==> src/rtl/lcd_pkg.sv <==
// Shared types and constants for the HD44780 write-only LCD controller.
// Holds the FSM state type, the power-up init ROM and the long-command rule.
package lcd_pkg;

  typedef enum logic [2:0] {
    ST_PWRUP,
    ST_INIT_LOAD,
    ST_IDLE,
    ST_SETUP,
    ST_PULSE,
    ST_HOLD,
    ST_WAIT
  } lcd_state_e;

  localparam int INIT_LEN = 4;

  // 8-bit bus / 2 lines, display on, clear, entry mode increment
  localparam logic [7:0] INIT_ROM [INIT_LEN] = '{8'h38, 8'h0C, 8'h01, 8'h06};

  localparam logic [7:0] LCD_CLR  = 8'h01;
  localparam logic [7:0] LCD_HOME = 8'h02;

  // Clear and return-home (0x02/0x03) need the long execution wait.
  function automatic logic is_long_cmd(input logic rs, input logic [7:0] data);
    return !rs && ((data == LCD_CLR) || (data[7:1] == LCD_HOME[7:1]));
  endfunction

  function automatic int max2(input int a, input int b);
    return (a > b) ? a : b;
  endfunction

endpackage

==> src/rtl/lcd_timer.sv <==
// Loadable down-counter used for every phase duration of the LCD controller.
// o_done is high while the count reads zero; the counter never wraps.
module lcd_timer #(
  parameter int             W         = 8,
  parameter logic [W-1:0]   RST_VALUE = '0
) (
  input  logic         i_clk,
  input  logic         i_rst_n,
  input  logic         i_load,
  input  logic [W-1:0] i_value,
  output logic         o_done
);

  logic [W-1:0] cnt_q;

  always_ff @(posedge i_clk or negedge i_rst_n) begin
    if (!i_rst_n) begin
      cnt_q <= RST_VALUE;
    end else if (i_load) begin
      cnt_q <= i_value;
    end else if (cnt_q != '0) begin
      cnt_q <= cnt_q - 1'b1;
    end
  end

  assign o_done = (cnt_q == '0);

endmodule

==> src/rtl/lcd_ctrl.sv <==
// HD44780 write-only controller: runs the power-up init sequence, then sends
// single command/data bytes accepted over a valid/ready handshake.
module lcd_ctrl
  import lcd_pkg::*;
#(
  parameter int T_PWRUP_CYC = 750000,
  parameter int T_SETUP_CYC = 4,
  parameter int T_EN_CYC    = 25,
  parameter int T_HOLD_CYC  = 4,
  parameter int T_CMD_CYC   = 2000,
  parameter int T_CLR_CYC   = 82000
) (
  input  logic       i_clk,
  input  logic       i_rst_n,
  input  logic       i_cmd_vld,
  input  logic       i_cmd_rs,
  input  logic [7:0] i_cmd_data,
  output logic       o_cmd_rdy,
  output logic       o_busy,
  output logic       o_init_done,
  output logic       o_lcd_on,
  output logic       o_lcd_rs,
  output logic       o_lcd_rw,
  output logic       o_lcd_en,
  output logic [7:0] o_lcd_data
);

  localparam int T_MAX = max2(max2(max2(T_PWRUP_CYC, T_SETUP_CYC), max2(T_EN_CYC, T_HOLD_CYC)),
                              max2(T_CMD_CYC, T_CLR_CYC));
  localparam int TW    = $clog2(T_MAX + 1);

  // Phase lengths as load values: a phase of N cycles starts the count at N-1.
  localparam logic [TW-1:0] LD_PWRUP = TW'(T_PWRUP_CYC - 1);
  localparam logic [TW-1:0] LD_SETUP = TW'(T_SETUP_CYC - 1);
  localparam logic [TW-1:0] LD_EN    = TW'(T_EN_CYC - 1);
  localparam logic [TW-1:0] LD_HOLD  = TW'(T_HOLD_CYC - 1);
  localparam logic [TW-1:0] LD_CMD   = TW'(T_CMD_CYC - 1);
  localparam logic [TW-1:0] LD_CLR   = TW'(T_CLR_CYC - 1);

  lcd_state_e  state_q;
  logic [1:0]  init_idx_q;
  logic        rdy_q;
  logic        busy_q;
  logic        init_done_q;
  logic        lcd_on_q;
  logic        lcd_rs_q;
  logic        lcd_en_q;
  logic [7:0]  lcd_data_q;

  logic          tmr_load;
  logic [TW-1:0] tmr_value;
  logic          tmr_done;

  // The reset value covers the power-up wait so no load is needed to start it.
  lcd_timer #(
    .W         (TW),
    .RST_VALUE (LD_PWRUP)
  ) u_timer (
    .i_clk   (i_clk),
    .i_rst_n (i_rst_n),
    .i_load  (tmr_load),
    .i_value (tmr_value),
    .o_done  (tmr_done)
  );

  // Timer reload accompanies every state change into a timed phase.
  always_comb begin
    tmr_load  = 1'b0;
    tmr_value = '0;
    case (state_q)
      ST_INIT_LOAD: begin
        tmr_load  = 1'b1;
        tmr_value = LD_SETUP;
      end
      ST_IDLE: begin
        tmr_load  = i_cmd_vld;
        tmr_value = LD_SETUP;
      end
      ST_SETUP: begin
        tmr_load  = tmr_done;
        tmr_value = LD_EN;
      end
      ST_PULSE: begin
        tmr_load  = tmr_done;
        tmr_value = LD_HOLD;
      end
      ST_HOLD: begin
        tmr_load  = tmr_done;
        tmr_value = is_long_cmd(lcd_rs_q, lcd_data_q) ? LD_CLR : LD_CMD;
      end
      default: begin
        tmr_load  = 1'b0;
        tmr_value = '0;
      end
    endcase
  end

  always_ff @(posedge i_clk or negedge i_rst_n) begin
    if (!i_rst_n) begin
      state_q     <= ST_PWRUP;
      init_idx_q  <= '0;
      rdy_q       <= 1'b0;
      busy_q      <= 1'b0;
      init_done_q <= 1'b0;
      lcd_on_q    <= 1'b0;
      lcd_rs_q    <= 1'b0;
      lcd_en_q    <= 1'b0;
      lcd_data_q  <= '0;
    end else begin
      lcd_on_q <= 1'b1;
      case (state_q)
        ST_PWRUP: begin
          busy_q <= 1'b1;
          if (tmr_done) begin
            state_q <= ST_INIT_LOAD;
          end
        end
        ST_INIT_LOAD: begin
          lcd_rs_q   <= 1'b0;
          lcd_data_q <= INIT_ROM[init_idx_q];
          state_q    <= ST_SETUP;
        end
        ST_IDLE: begin
          if (i_cmd_vld) begin
            lcd_rs_q   <= i_cmd_rs;
            lcd_data_q <= i_cmd_data;
            rdy_q      <= 1'b0;
            busy_q     <= 1'b1;
            state_q    <= ST_SETUP;
          end
        end
        ST_SETUP: begin
          if (tmr_done) begin
            lcd_en_q <= 1'b1;
            state_q  <= ST_PULSE;
          end
        end
        ST_PULSE: begin
          if (tmr_done) begin
            lcd_en_q <= 1'b0;
            state_q  <= ST_HOLD;
          end
        end
        ST_HOLD: begin
          if (tmr_done) begin
            state_q <= ST_WAIT;
          end
        end
        ST_WAIT: begin
          if (tmr_done) begin
            if (!init_done_q && (init_idx_q != 2'(INIT_LEN - 1))) begin
              init_idx_q <= init_idx_q + 2'd1;
              state_q    <= ST_INIT_LOAD;
            end else begin
              init_done_q <= 1'b1;
              rdy_q       <= 1'b1;
              busy_q      <= 1'b0;
              state_q     <= ST_IDLE;
            end
          end
        end
        default: begin
          state_q <= ST_PWRUP;
        end
      endcase
    end
  end

  assign o_cmd_rdy   = rdy_q;
  assign o_busy      = busy_q;
  assign o_init_done = init_done_q;
  assign o_lcd_on    = lcd_on_q;
  assign o_lcd_rs    = lcd_rs_q;
  assign o_lcd_rw    = 1'b0;
  assign o_lcd_en    = lcd_en_q;
  assign o_lcd_data  = lcd_data_q;

endmodule

==> config.mk <==
export PLATFORM = sky130hd
export DESIGN_NAME = lcd_ctrl
export DESIGN_NICKNAME = d
export VERILOG_FILES = /design/src/rtl/lcd_pkg.sv /design/src/rtl/lcd_timer.sv /design/src/rtl/lcd_ctrl.sv
export SDC_FILE = /design/constraint.sdc
export NUM_CORES = 1
export LEC_CHECK = 0
export ABC_CLOCK_PERIOD_IN_PS = 5800
export BUFFER_PORTS_ARGS = -buffer_cell sky130_fd_sc_hd__buf_4
export CAP_MARGIN = 25
export CORE_ASPECT_RATIO = 2
export CORE_MARGIN = 2
export CORE_UTILIZATION = 40
export CTS_CLUSTER_DIAMETER = 100
export CTS_CLUSTER_SIZE = 40
export DETAILED_ROUTE_END_ITERATION = 8
export SETUP_SLACK_MARGIN = 0.15
export SYNTH_ARGS = -nofsm -noshare
export SYNTH_HDL_FRONTEND = slang
export SYNTH_HIERARCHICAL = 1
export SYNTH_SLANG_ARGS = --single-unit
==> constraint.sdc <==
create_clock -name i_clk -period 5.8 [get_ports i_clk]
set_input_delay 0.29 -clock i_clk [delete_from_list [all_inputs] [get_ports i_clk]]
set_output_delay 0.29 -clock i_clk [all_outputs]
set_load 0.02 [all_outputs]
==> metrics.csv <==
metric;value;unit
die_w;58.14;µm
cts_root_buf;clkbuf_16;
synth_xor_area_share;6.724;%
end_kind;flip-flop;
setup.worst_path.class;reg2reg;
wl;4999;µm
worstHoldPathCells;2;
tightestPinTransition;0.9342;ns
yosys_warnings;6;
critPathMaxStageDelay;0.55;ns
grt_util_all_layers;17.43;%
post-route-util;48.37;%
synth_seq_area_share;42.32;%
synthArstFlopShare;100.0;%
hold_path.class;in2reg;
setup_viol;0;
vias;1706;
arrival;3.18;ns
antenna_found_initial;0;
port_buffers;25;
diodes;0;
netlist_instances;225;
reg2reg_from;u_timer/cnt_q[17]$_DFFE_PN1P_;
viasPerCell;5.399;
fp.dieH;112.3;µm
timing.rr.end;u_timer/cnt_q[9]$_DFFE_PN0P_;
power_density;333.7;nW/µm²
cellLeakagePower;0.001150;µW
synth_top_family_by_area;simple AND/OR/NAND/NOR gates;
reg2reg_depth;8;
synthTopCellsByArea;dfrtp_1 (28%), dfstp_2 (15%), mux2_4 (6.4%);
drv_slew;0;
relSlewSlack;37.45;%
ys_seq_elements;39;
drt-wirelength-per-cell;15.82;µm
drc;0;
min_from;i_cmd_vld;
period_share;52.12;%
layout-drive-gt1-share;31.76;%
htree_levels;2;
yosysMostFrequentCell;dfrtp_1;
synth_adder_area_share;2.668;%
ant_nets;0;
synth.cell_area;2345;µm²
start_kind;flip-flop;
crit_fanout;20;
grt_max_degree;40;
synth-edff-count;0;
maxCapViolations;0;
fmax;330.8;MHz
synthMuxAreaShare;9.605;%
synth.distinct_cells;51;
clk-insertion-delay-late;0.28;ns
ir_drop;0.2277;mV
dieArea;6528;µm²
nNetsFinal;271;
grt.overflow.total;0;
routabilityCongestion;0.7466;
grt_pass1_wl;8680;µm
fin_worst_skew;0.003469;ns
crit_chain;or3_1, or4_4, nor2_8, mux2i_1, o21ai_2, buf_6, or2_2, o21ai_2;
grt_pass1_vias;1811;
num_io_pins;27;
required;5.96;ns
yosysTopAreaCellShare;27.75;%
synth_top_area_cell;dfrtp_1;
slowest_stage;or4_4;
start_util;41.07;%
avgSynthCellArea;10.42;µm²
critPathTopFamily;simple AND/OR/NAND/NOR gates;
cpMostUsedCell;o21ai_2;
tritoncts;built;
rsz0062_at_grt;false;
hold_end;o_cmd_rdy$_DFFE_PN0P_;
hold_viol_final;0;
num_rows;39;
cts_buffers;5;
status;finished, final reports clean;
min_period;3.023;ns
synth-simple-area-share;17.66;%
core_area;5709;µm²
regToRegSetupSlack;2.78;ns
path_buf_inv;1;
cts.sinks;39;
finalSetupTns;0;ns
dp_hpwl;3660;µm
first_pass_iters;4;
synthTopCellsByCount;dfrtp_1 (26), nand2_1 (25), dfstp_2 (13);
synth_ff_type;dfrtp_1;
clk_path_buf_depth;2;
path_clk_slew;0.06;ns
drt_iter0_markers;33;
synth-compound-area-share;15.85;%
area_growth;17.77;%
-- cells in the final DEF, fill, tap and decap left out, types with 6 or more instances in the layout --
cell type | netlist | layout
buf_4 | 2 | 25
xor2_1 | 7 | 7
nor2_1 | 9 | 9
o31ai_1 | 6 | 6
nand2_1 | 25 | 25
xnor2_1 | 11 | 11
inv_1 | 10 | 10
mux2_4 | 10 | 10
o21ai_0 | 12 | 11
dfstp_2 | 13 | 13
o21ai_2 | 9 | 10
nor3_1 | 6 | 6
conb_1 | 2 | 10
dfrtp_1 | 26 | 26
-- where the power goes --
part           internal, µW  switching (µW)  total, µW
logic                  85.9            83.6        169
registers               358            68.7        427
clock network           214             111        325
-- sequential cells by signal (all words and copies together) (netlist names) --
signal	flops
o_cmd_rdy	1
o_lcd_data	8
o_lcd_rs	1
o_init_done	1
init_idx_q	2
state_q	3
o_busy	1
o_lcd_en	1
u_timer/cnt_q	20
o_lcd_on	1
-- final cells by class --
type	count	area, µm²
Fill cell	535	2948
Multi-Input combinational cell	171	1272
Sequential cell	39	992.2
Timing Repair Buffer	27	209.0
Clock buffer	6	138.9
Tap cell	61	76.32
Inverter	10	37.54
Clock inverter	2	35.03
-- metal layers --
layer  routed length, µm  vias to the layer above  GRT usage (%)
met5                   0                        -              0
met4                  70                        0          6.202
met3                 108                        4          3.226
met2                2943                       24          33.03
met1                1876                      837          18.20
li1                    -                      841              -
-- logic make-up (layout without fill, tap and decap cells) --
group / count (synthesis) / in the layout
simple gates: 71 / 71
flops: 39 / 39
compound gates: 50 / 50
mux: 17 / 17
xor+xnor: 18 / 18
other cells: 2 / 10
fa+ha+maj: 5 / 5
buf+inv: 23 / 45
-- worst max-delay path by stage --
stage	end	start	cells after the start
final	u_timer/cnt_q[9]$_DFFE_PN0P_	u_timer/cnt_q[17]$_DFFE_PN1P_	8
after CTS	u_timer/cnt_q[9]$_DFFE_PN0P_	u_timer/cnt_q[17]$_DFFE_PN1P_	7
after detailed placement	u_timer/cnt_q[11]$_DFFE_PN0P_	u_timer/cnt_q[17]$_DFFE_PN1P_	7
after global placement	u_timer/cnt_q[11]$_DFFE_PN0P_	u_timer/cnt_q[17]$_DFFE_PN1P_	7
after floorplan	u_timer/cnt_q[3]$_DFFE_PN1P_	u_timer/cnt_q[17]$_DFFE_PN1P_	9
after global routing	u_timer/cnt_q[9]$_DFFE_PN0P_	u_timer/cnt_q[17]$_DFFE_PN1P_	8
-- stage by stage --
stage,cell area [µm²],hold WS [ns],std cells,setup WS (ns),total power (µW)
floorplan,2375,-0.005591,233,3.062,544.1
global placement,2566,0.2999,306,2.561,595.1
detailed placement,2566,0.3010,306,2.529,600.9
CTS,2750,0.2380,315,2.523,929.4
global route,2761,0.2418,316,2.559,969.8
finish,2761,0.2338,316,2.777,921.4
-- worst register-to-register path, cell delays in order (launching register included) --
cell and delay (ns):
dfstp_2 0.38, or3_1 0.40, or4_4 0.55, nor2_8 0.26, mux2i_1 0.14, o21ai_2 0.50, buf_6 0.25, or2_2 0.33
o21ai_2 0.10
-- what timing repair did --
| item | in CTS | in global routing |
|---|---|---|
| resized for setup | 0 | 0 |
| hold buffers | 1 | 0 |
| setup buffers | 0 | 0 |
| hold endpoints to repair | 7 | 0 |
No activity file was read; power rests on OpenSTA's default activity.
